[config.mk]
export PLATFORM = sky130hd
export DESIGN_NAME = scan_pipe_reg
export DESIGN_NICKNAME = d
export VERILOG_FILES = /design/src/rtl/scan_pipe_reg_pkg.sv /design/src/rtl/scan_pipe_stage.sv /design/src/rtl/scan_pipe_reg.sv
export SDC_FILE = /design/constraint.sdc
export NUM_CORES = 1
export LEC_CHECK = 0
export BUFFER_PORTS_ARGS = -buffer_cell sky130_fd_sc_hd__clkbuf_2
export CAP_MARGIN = 40
export CORE_MARGIN = 3
export CORE_UTILIZATION = 45
export DETAILED_ROUTE_END_ITERATION = 6
export PLACE_DENSITY = 0.69
export SYNTH_ARGS = -nofsm -noshare
export SYNTH_HDL_FRONTEND = slang
export SYNTH_SLANG_ARGS = --single-unit
[constraint.sdc]
create_clock -name CLK -period 1.4 [get_ports CLK]
set_clock_uncertainty 0.05 [all_clocks]
set_input_delay 0.42 -clock CLK [delete_from_list [all_inputs] [get_ports CLK]]
set_output_delay 0.42 -clock CLK [all_outputs]
set_load 0.02 [all_outputs]
[src/rtl/scan_pipe_reg_pkg.sv]
// Shared definitions for the scan-testable elastic pipeline register.
// The scan chain runs SI -> v[0] -> d0[0..W-1] -> v[1] -> d1[0..W-1] ... -> SO.
// The helpers below give the chain length and the chain position of each bit.
package scan_pipe_reg_pkg;

    // Default value loaded into every data register on reset
    localparam int unsigned DEFAULT_RESET_VAL = 0;

    // Total number of flops in the scan chain
    function automatic int scan_len(input int width, input int depth);
        return depth * (width + 1);
    endfunction

    // Chain position of the valid bit of a stage
    function automatic int scan_v_idx(input int width, input int stage);
        return stage * (width + 1);
    endfunction

    // Chain position of data bit 'bit_idx' of a stage
    function automatic int scan_d_idx(input int width, input int stage, input int bit_idx);
        return stage * (width + 1) + 1 + bit_idx;
    endfunction

endpackage

[src/rtl/scan_pipe_stage.sv]
// One pipeline stage: a valid flop plus WIDTH data flops, each with a
// reset / scan-shift / functional-load mux in front of it.
// In scan mode the stage shifts scan_in -> valid -> data[0] -> ... -> data[WIDTH-1].
module scan_pipe_stage
    import scan_pipe_reg_pkg::*;
#(
    parameter int               WIDTH     = 8,
    parameter logic [WIDTH-1:0] RESET_VAL = WIDTH'(DEFAULT_RESET_VAL)
) (
    input  logic             clk,
    input  logic             rst,
    input  logic             se,
    input  logic             scan_in,
    input  logic             load,
    input  logic             adv,
    input  logic [WIDTH-1:0] din,
    output logic             valid_o,
    output logic [WIDTH-1:0] data_o,
    output logic             scan_o
);

    logic             valid_q, valid_d;
    logic [WIDTH-1:0] data_q, data_d;

    // Next state: scan shift when se, otherwise load/advance/hold
    always_comb begin
        valid_d = valid_q;
        data_d  = data_q;
        if (se) begin
            valid_d   = scan_in;
            data_d[0] = valid_q;
            for (int j = 1; j < WIDTH; j++) begin
                data_d[j] = data_q[j-1];
            end
        end else begin
            if (load) begin
                valid_d = 1'b1;
                data_d  = din;
            end else if (adv) begin
                valid_d = 1'b0;
            end
        end
    end

    // Stage flops; synchronous reset wins over scan and load
    always_ff @(posedge clk) begin
        if (rst) begin
            valid_q <= 1'b0;
            data_q  <= RESET_VAL;
        end else begin
            valid_q <= valid_d;
            data_q  <= data_d;
        end
    end

    assign valid_o = valid_q;
    assign data_o  = data_q;
    assign scan_o  = data_q[WIDTH-1];

endmodule

[src/rtl/scan_pipe_reg.sv]
// Elastic, scan-testable pipeline register bank of DEPTH stages.
// Handshake: an item moves across an interface on a rising edge where valid
// and ready are both 1. Here ready is computed combinationally from the stage
// occupancy and out_ready, so a full pipe still accepts an item in the same
// cycle it delivers one. Empty stages are skipped (bubbles collapse).
// While SE=1 the handshake is frozen (in_ready=0, out_valid=0) and every
// edge shifts the scan chain one position.
module scan_pipe_reg
    import scan_pipe_reg_pkg::*;
#(
    parameter int               WIDTH     = 8,
    parameter int               DEPTH     = 3,
    parameter logic [WIDTH-1:0] RESET_VAL = WIDTH'(DEFAULT_RESET_VAL)
) (
    input  logic             CLK,
    input  logic             R,
    input  logic             SE,
    input  logic             SI,
    output logic             SO,
    input  logic             in_valid,
    output logic             in_ready,
    input  logic [WIDTH-1:0] D,
    output logic             out_valid,
    input  logic             out_ready,
    output logic [WIDTH-1:0] Q,
    output logic [WIDTH-1:0] QB
);

    logic [DEPTH-1:0] v;
    logic [DEPTH-1:0] adv;
    logic [DEPTH-1:0] load;
    logic [DEPTH-1:0] scan_o;
    logic [WIDTH-1:0] dq [DEPTH];
    logic             room;
    logic             step;

    // Ready chain from the output backwards: a stage advances if the slot ahead is free or freeing
    always_comb begin
        adv  = '0;
        load = '0;
        step = 1'b0;
        room = out_ready;
        for (int i = DEPTH - 1; i >= 0; i--) begin
            step   = v[i] && room && !SE;
            adv[i] = step;
            room   = !v[i] || step;
        end
        in_ready = !R && !SE && room;
        load[0]  = in_valid && in_ready;
        for (int i = 1; i < DEPTH; i++) begin
            load[i] = adv[i-1];
        end
    end

    for (genvar i = 0; i < DEPTH; i++) begin : g_stage
        logic             stage_sin;
        logic [WIDTH-1:0] stage_din;

        if (i == 0) begin : g_first
            assign stage_sin = SI;
            assign stage_din = D;
        end else begin : g_rest
            assign stage_sin = scan_o[i-1];
            assign stage_din = dq[i-1];
        end

        scan_pipe_stage #(
            .WIDTH     (WIDTH),
            .RESET_VAL (RESET_VAL)
        ) u_stage (
            .clk     (CLK),
            .rst     (R),
            .se      (SE),
            .scan_in (stage_sin),
            .load    (load[i]),
            .adv     (adv[i]),
            .din     (stage_din),
            .valid_o (v[i]),
            .data_o  (dq[i]),
            .scan_o  (scan_o[i])
        );
    end

    assign SO        = scan_o[DEPTH-1];
    assign out_valid = v[DEPTH-1] && !SE;
    assign Q         = dq[DEPTH-1];
    assign QB        = ~dq[DEPTH-1];

endmodule

==> Word level (Yosys, flattened, before mapping) <==
Cells that the tools add are included.
{ "op_classes": {"reduce_logical": 24, "n_bitwise": 1, "mux": 15} }
{ "ops": {"columns": ["operator", "count"], "rows": [
  ["$mux 8", 6],
  ["$logic_and 1x1->1", 10],
  ["$mux 1", 9],
  ["$reduce_bool 3->1", 3],
  ["$not 8->8", 1],
  ["$reduce_bool 2->1", 3],
  ["$logic_not 1->1", 5],
  ["$logic_or 1x1->1", 3]
]} }
{ "word_totals": {"out_inout_bits": 19, "ff_bits": 27, "inputBits": 14} }

==> Longest topological paths before layout <==
Gate-level depths: netlist of the first run.
{ "logic_depth": {"ltp_word": 13, "mapped_depth": 5} }

==> Cells and area by module <==
A second synthesis of the first run with hierarchy kept.
{ "unflattened": {"cells_unflattened": 143, "area_unflattened_um2": 1373.8} }
{ "by_module_without_submodules": {"columns": ["module", "area_each_um2", "seq_area_each_um2", "n_inst", "cells_per_inst"], "rows": [
  ["scan_pipe_stage", 424.2, 180.2, 3, 42],
  ["scan_pipe_reg", 101.3, 0.0, 1, 17]
]} }

==> Worst setup path after synthesis of the first run <==
OpenSTA, ideal clock, no wires.
{ "synth_path": {"path_kind": "input to output", "startpoint": "input R", "endpoint": "output in_ready", "arrival_ns": 1.276, "setup_slack_ns": -0.346, "n_path_buf": 2, "path_stages": 3, "path_cell_list": "buf_2 > buf_1 > nor3_1"} }
{ "synth_between": {"elab_chain_len": 3} }
{ "synth_lines": {"columns": ["element", "line_no", "source"], "rows": [
  ["start, declared", "scan_pipe_reg.sv:16", "input logic R,"],
  ["$logic_not 1->1", "scan_pipe_reg.sv:48", "in_ready = !R && !SE && room;"],
  ["$logic_and 1x1->1 (2 in a row)", "scan_pipe_reg.sv:48", null],
  ["end, declared", "scan_pipe_reg.sv:21", "output logic in_ready,"]
]} }
Every way passes these cells.

==> Worst setup path in the final report of the first run <==
{ "layout_path": {"startpoint": "register g_stage[2].u_stage.valid_q", "endpoint": "output in_ready"} }
{ "layout_between": {"elab_chain_len": 10, "word_cells_on_any_way": 11} }
{ "layout_lines": {"columns": ["element", "line_no", "source"], "rows": [
  ["start, declared", "scan_pipe_stage.sv:22", "logic valid_q, valid_d;"],
  ["start signal, assigned", "scan_pipe_stage.sv:51", "valid_q <= valid_d;"],
  ["$logic_and 1x1->1 (2 in a row)", "scan_pipe_reg.sv:44", "step = v[i] && room && !SE;"],
  ["$logic_or 1x1->1 (*)", "scan_pipe_reg.sv:46", "room = !v[i] || step;"],
  ["$logic_and 1x1->1 (*) (2 in a row)", "scan_pipe_reg.sv:44", null],
  ["$logic_or 1x1->1 (*)", "scan_pipe_reg.sv:46", null],
  ["$logic_and 1x1->1 (*) (2 in a row)", "scan_pipe_reg.sv:44", null],
  ["$logic_or 1x1->1 (*)", "scan_pipe_reg.sv:46", null],
  ["$logic_and 1x1->1 (*)", "scan_pipe_reg.sv:48", null]
]} }
Every way passes the cells marked *; elsewhere a longest branch is shown, timed or not.

==> results.toml, run 1 <==
[critical_path]
critPathMaxFanout = 2
r2r_slack_ps = -130
worst-setup-path-type = "reg -> out"
r2r-start = "g_stage[2].u_stage.valid_o$_SDFFE_PP0P_"
crit_path_end_kind = "output pin"
ff2ff_path_depth = 8
critPathLaunchType = "flip-flop"
crit_required_ps = 930
worstPathArrival_ps = 1290
rr_endpoint = "g_stage[2].u_stage.data_o[4]$_SDFFE_PP0P_"

[sta]
whs_ps = 281
rsz0062_at_grt = "yes"
drv_slew = 0
worst_pin_slew_ps = 396
setup_ws_ps = -360
hold_violations = 0
finalSetupViolCount = 17
max_freq_mhz = 568
timing.final.crit_share_pct = 126
slew_headroom_pct = 73.6
min_period_ps = 1760

[die]
dieWidth_um = 61.9
core-area_um2 = 2880
pin_count = 33
fp.dieH_um = 61.9
die_area_um2 = 3840
start_util_pct = 48.9
rows = 19

[clocking]
cts_buffer_depth = 2
clock-root-buffer = "clkbuf_4"
clock_sink_count = 27
cts_tree = "yes"
clk_pin_slew_worst_paths_ps = 160
cts_made_buffers = 3
insertion_delay_ps = 340
htreeDepth = 1

[grt]
top_usage_layer = "met2"
grt_pass1_wl_um = 5980
grt_max_degree = 27
met1_usage_pct = 27.3
antenna_found_initial = 0
grt_pass1_vias = 1328
use_met3_pct = 4.55
grt_usage_pct = 20.5
use_met2_pct = 34.2
grt.overflow.total = 0

[pwr]
p_switching_uw = 504
combPwrFrac_pct = 24.9
p_leak_uw = 0.000787
power.internal_uw = 1110
pwr-share-clk_pct = 22.0
max-vdd-ir-drop_uv = 738
p_seq_share_pct = 53.1
power_density_nw_per_um2 = 819
sw_frac_of_total_pct = 31.3

[layout]
area_growth_pct = 39.6
mostFrequentLayoutCells = "20 x buf_4, 17 x dfxtp_1, 16 x clkbuf_2"
antennaDiodeCount = 0
final_util_pct = 68.3
fin_cells = 247
fin_nets = 220
drive_gt1_share_pct = 48.8
mostFrequentLayoutCell = "buf_4"

[worst_hold_path]
worstHoldEndpoint = "g_stage[0].u_stage.valid_o$_SDFFE_PP0P_"
hold_path.class = "in -> reg"
min_path_cells = 3
hold_start = "SI"

[route]
drtIter0Drc = 110
drc = 0
routed_via_density = 5.93
wl_per_cell_um = 16.5
wl_um = 4060
vias = 1465
ant_nets = 0
drt-pass1-iter-count = 4

[placement]
dp.cells = 234
portBuffers = 32
place.gp.congestion = 0.767
hpwl_um = 2650

[logic_synthesis]
yosys_warnings = 0
synth_area_um2 = 1410
async_flop_share_pct = 0
syn-instance-count = 162
synth_flop_cell = "dfxtp_1"
synth_fp_nets = 176
synth_cell_types = 31
yosysSeqAreaShare_pct = 38.4
ys_seq_elements = 27
synth.avg_cell_area_um2 = 8.69
synth_edf_count = 0

[status]
status = "finished, violations left"
violations = "setup timing"

[flow_run]
cap_violations = 0
==> logic make-up after synthesis <==
family	after synthesis	share of synthesized area (%)
AO/OA/AOI/OAI	75	39.2
buffers and inverters	36	11.7
flip-flops	27	38.4
AND/OR/NAND/NOR	24	10.7
==> synthesized netlist by cell type (all sizes together) (2+ instances only) <==
cell type / number / area share, %
clkbuf: 3 / 0.89
a32oi: 7 / 4.4
nand3: 8 / 2.8
o211ai: 7 / 3.7
nand2b: 2 / 0.89
a311oi: 2 / 1.2
and2b: 2 / 1.1
inv: 18 / 4.8
nor2b: 2 / 0.89
a21o: 7 / 3.7
a31oi: 15 / 6.7
a211oi: 2 / 1.1
nor2: 3 / 0.80
dfxtp: 27 / 38
o21ai: 18 / 6.4
a21oi: 8 / 2.8
a221oi: 9 / 9.2
buf: 14 / 5.8
==> layer usage <==
layer / part of all wire (%) / vias to the layer above
met5: 0 / -
met4: 0.54 / 0
met3: 5.8 / 4
met2: 52 / 53
met1: 42 / 710
li1: - / 698
==> layout make-up <==
| type | instances | area [µm²] |
|---|---|---|
| Sequential cell | 27 | 556 |
| Multi-Input combinational cell | 100 | 785 |
| Tap cell | 42 | 52.6 |
| Clock inverter | 1 | 5.00 |
| Fill cell | 226 | 911 |
| Clock buffer | 3 | 22.5 |
| Timing Repair Buffer | 55 | 474 |
| Inverter | 19 | 71.3 |
==> power groups by stage <==
stage	combinational (µW)	clock, µW	sequential [µW]
4_1_cts	338	365	848
3_3_place_gp	309	0	861
6_report	401	354	854
2_1_floorplan	204	0	871
5_1_grt	432	402	860
3_5_place_dp	318	0	863
==> how the worst max path moves through the flow <==
stage          cells past startpoint  slack (ps)  endpoint                                     from
2_1_floorplan                      4         -60  in_ready  g_stage[1].u_stage.valid_o$_SDFFE_PP0P_
3_3_place_gp                       4        -180  in_ready                                out_ready
3_5_place_dp                       4        -190  in_ready                                out_ready
4_1_cts                            3        -360  in_ready  g_stage[2].u_stage.valid_o$_SDFFE_PP0P_
5_1_grt                            3        -420  in_ready  g_stage[2].u_stage.valid_o$_SDFFE_PP0P_
6_report                           3        -360  in_ready  g_stage[2].u_stage.valid_o$_SDFFE_PP0P_
==> critical path, cell delays in order, from the launching register on <==
cell and delay [ps]:
dfxtp_2 350, and4b_2 260, nor3_4 150, clkbuf_8 180
==> sequential cells by signal, summed over array words and instances, names as in the netlist <==
name	count
g_stage.u_stage.data_o	24
g_stage.u_stage.valid_o	3
==> through the flow <==
stage | TNS (ps) | power (µW) | worst slack, ps | cell area [µm²]
2_1_floorplan | -63.4 | 1080 | -63.4 | 1440
3_3_place_gp | -1540 | 1170 | -184 | 1670
3_5_place_dp | -1910 | 1180 | -191 | 1670
4_1_cts | -639 | 1550 | -356 | 1770
5_1_grt | -2900 | 1690 | -424 | 1970
6_report | -1970 | 1610 | -360 | 1970
==> what timing repair did <==
| action | CTS | global route |
|---|---|---|
| resized for setup | 21 | 67 |
| hold buffers | 0 | 0 |
| gates cloned | 0 | 1 |
| pin swaps | 2 | 9 |
| buffers inserted | 1 | 7 |
| endpoints found under the setup margin | 10 | 29 |
Note: power is estimated with default switching activity, not from simulation.
==> run 2, diff against run 1 <==
--- a/config.mk
+++ b/config.mk
@@ -8,9 +8,10 @@
 export BUFFER_PORTS_ARGS = -buffer_cell sky130_fd_sc_hd__clkbuf_2
 export CAP_MARGIN = 40
 export CORE_MARGIN = 3
-export CORE_UTILIZATION = 45
+export CORE_UTILIZATION = 50
+export CTS_CLUSTER_DIAMETER = 100
 export DETAILED_ROUTE_END_ITERATION = 6
-export PLACE_DENSITY = 0.69
+export PLACE_DENSITY = 0.75
 export SYNTH_ARGS = -nofsm -noshare
 export SYNTH_HDL_FRONTEND = slang
 export SYNTH_SLANG_ARGS = --single-unit
==> constraint.sdc (replaced) <==
create_clock -name CLK -period 1.4 [get_ports CLK]
set_clock_uncertainty 0.05 [all_clocks]
set_input_delay 0.42 -clock CLK [delete_from_list [all_inputs] [get_ports CLK]]
set_output_delay 0.42 -clock CLK [all_outputs]
set_load 0.005 [all_outputs]
==> run 2 against run 1 <==
Net effect: the run still ends with setup timing left; sequential power barely moved; worst hold slack got worse by 8.1 ps; critical endpoint unchanged; register-to-register slack improved by 110 ps; design area fell by 8.4%; non-clock buffer count fell by 2; core utilization rose by 1.8 points; combinational power fell by 23%; first-iteration DRC count fell by 75%; global-route usage fell by 1.2 points.
==> results.toml, run 2 (synthesized netlist as in run 1, its figures left out) <==
[status]
status = "finished, violations left"
violations = "setup timing"

[die]
pin_count = 33
dieWidth_um = 59.1
rows = 18
start_util_pct = 54.8
core-area_um2 = 2570
die_area_um2 = 3490
fp.dieH_um = 59.1

[route]
highest_layer = "met4"
drt-pass1-iter-count = 4
routed_via_density = 5.97
drc = 0
drtIter0Drc = 28
wl_met3_um = 157
wl_met1_um = 1480
vias = 1384
wl_met2_um = 1780
wl_um = 3440
ant_nets = 0
wl_per_cell_um = 14.8

[critical_path]
crit_path_end_kind = "output pin"
worst-setup-path-type = "reg -> out"
worstPathArrival_ps = 1190
worstSetupStartpoint = "g_stage[2].u_stage.valid_o$_SDFFE_PP0P_"
endpoint = "in_ready"
rr_endpoint = "g_stage[2].u_stage.data_o[7]$_SDFFE_PP0P_"
r2r-start = "g_stage[2].u_stage.valid_o$_SDFFE_PP0P_"
crit_required_ps = 930
critPathLaunchType = "flip-flop"
critPathMaxFanout = 3
r2r_slack_ps = -20
ff2ff_path_depth = 7

[clocking]
cts_tree = "yes"
clock_sink_count = 27
clock-root-buffer = "clkbuf_4"
clk_pin_slew_worst_paths_ps = 150
htreeDepth = 1
cts_made_buffers = 3
cts_buffer_depth = 2
insertion_delay_ps = 320
cts_hold_buf = 0

[layout]
largest_reg_flops = 24
mostFrequentLayoutCell = "clkbuf_2"
nFillCells = 203
drive_gt1_share_pct = 43.1
fin_cells = 232
antennaDiodeCount = 0
fin_nets = 217
area_growth_pct = 27.9
final_util_pct = 70.1
mostFrequentLayoutCells = "32 x clkbuf_2, 19 x dfxtp_1, 17 x inv_1"

[placement]
place.gp.congestion = 0.817
dp.cells = 223
portBuffers = 32
hpwl_um = 2490

[sta]
fin_tns_setup_ps = -546
timing.final.crit_share_pct = 119
finalSetupViolCount = 9
slew_headroom_pct = 81.3
drv_slew = 0
max_freq_mhz = 603
worst_pin_slew_ps = 279
hold_violations = 0
min_period_ps = 1660
rsz0062_at_grt = "yes"
setup_ws_ps = -259

[pwr]
p_leak_uw = 0.000726
max-vdd-ir-drop_uv = 567
combPwrFrac_pct = 20.4
p_switching_uw = 444
p_seq_share_pct = 56.4
pwr-share-clk_pct = 23.2
power.internal_uw = 1070
power_density_nw_per_um2 = 841
sw_frac_of_total_pct = 29.3

[grt]
grt_usage_pct = 19.3
grt.overflow.total = 0
antenna_found_initial = 0
grt_pass1_wl_um = 5350
grt_max_degree = 21
grt_pass1_vias = 1308

[worst_hold_path]
hold_path.class = "in -> reg"

[flow_run]
cap_violations = 0
[run 2: metrics by stage]
stage | worst slack [ps] | hold slack, ps | power, µW | cell area, µm²
6_report | -259 | 273 | 1520 | 1800
5_1_grt | -324 | 275 | 1600 | 1800
4_1_cts | -273 | 275 | 1480 | 1710
3_5_place_dp | -121 | 427 | 1130 | 1640
3_3_place_gp | -106 | 421 | 1120 | 1640
2_1_floorplan | 18.9 | 396 | 1030 | 1420
[run 2: timing repair]
action | 4_1_cts | 5_1_grt
buffers inserted | 3 | 2
pin swaps | 1 | 5
setup endpoints to repair | 2 | 27
gates resized for setup | 10 | 22
[run 2: layout make-up]
type                       instances  area (µm²)  area share [%]
sequential                        27         551            30.6
multi-input combinational         99         758            42.1
tap                               30        37.5            2.08
clock buffer                       3        22.5            1.25
clock inverter                     1        7.51           0.417
timing repair buffer              53         349            19.4
inverter                          19        75.1            4.17
[run 2: worst min path at each step]
stage	slack (ps)	from	endpoint	cells past startpoint
6_report	270	SI	g_stage[0].u_stage.valid_o$_SDFFE_PP0P_	3
5_1_grt	270	SI	g_stage[0].u_stage.valid_o$_SDFFE_PP0P_	3
4_1_cts	280	SI	g_stage[0].u_stage.valid_o$_SDFFE_PP0P_	3
3_5_place_dp	430	g_stage[0].u_stage.data_o[0]$_SDFFE_PP0P_	g_stage[0].u_stage.data_o[1]$_SDFFE_PP0P_	2
3_3_place_gp	420	g_stage[0].u_stage.data_o[3]$_SDFFE_PP0P_	g_stage[0].u_stage.data_o[4]$_SDFFE_PP0P_	2
2_1_floorplan	400	g_stage[1].u_stage.data_o[7]$_SDFFE_PP0P_	g_stage[2].u_stage.valid_o$_SDFFE_PP0P_	2
[run 2: per-layer routing]
metal  global-route usage [%]  vias to the layer above
li1                         -                      689
met1                     21.6                      650
met2                     36.0                       43
met3                     3.27                        2
met4                     7.44                        0
met5                        0                        -
[run 2: worst max-delay path, stage by stage (launching register included)]
cell	delay, ps
dfxtp_2	360
and4b_1	240
nor3_2	130
clkbuf_2	140
[run 2: power by group through the flow]
stage	registers, µW	clock network [µW]	logic [µW]
floorplan	855	0	179
global placement	862	0	260
detailed placement	865	0	268
CTS	848	351	280
global route	860	396	340
finish	854	352	309
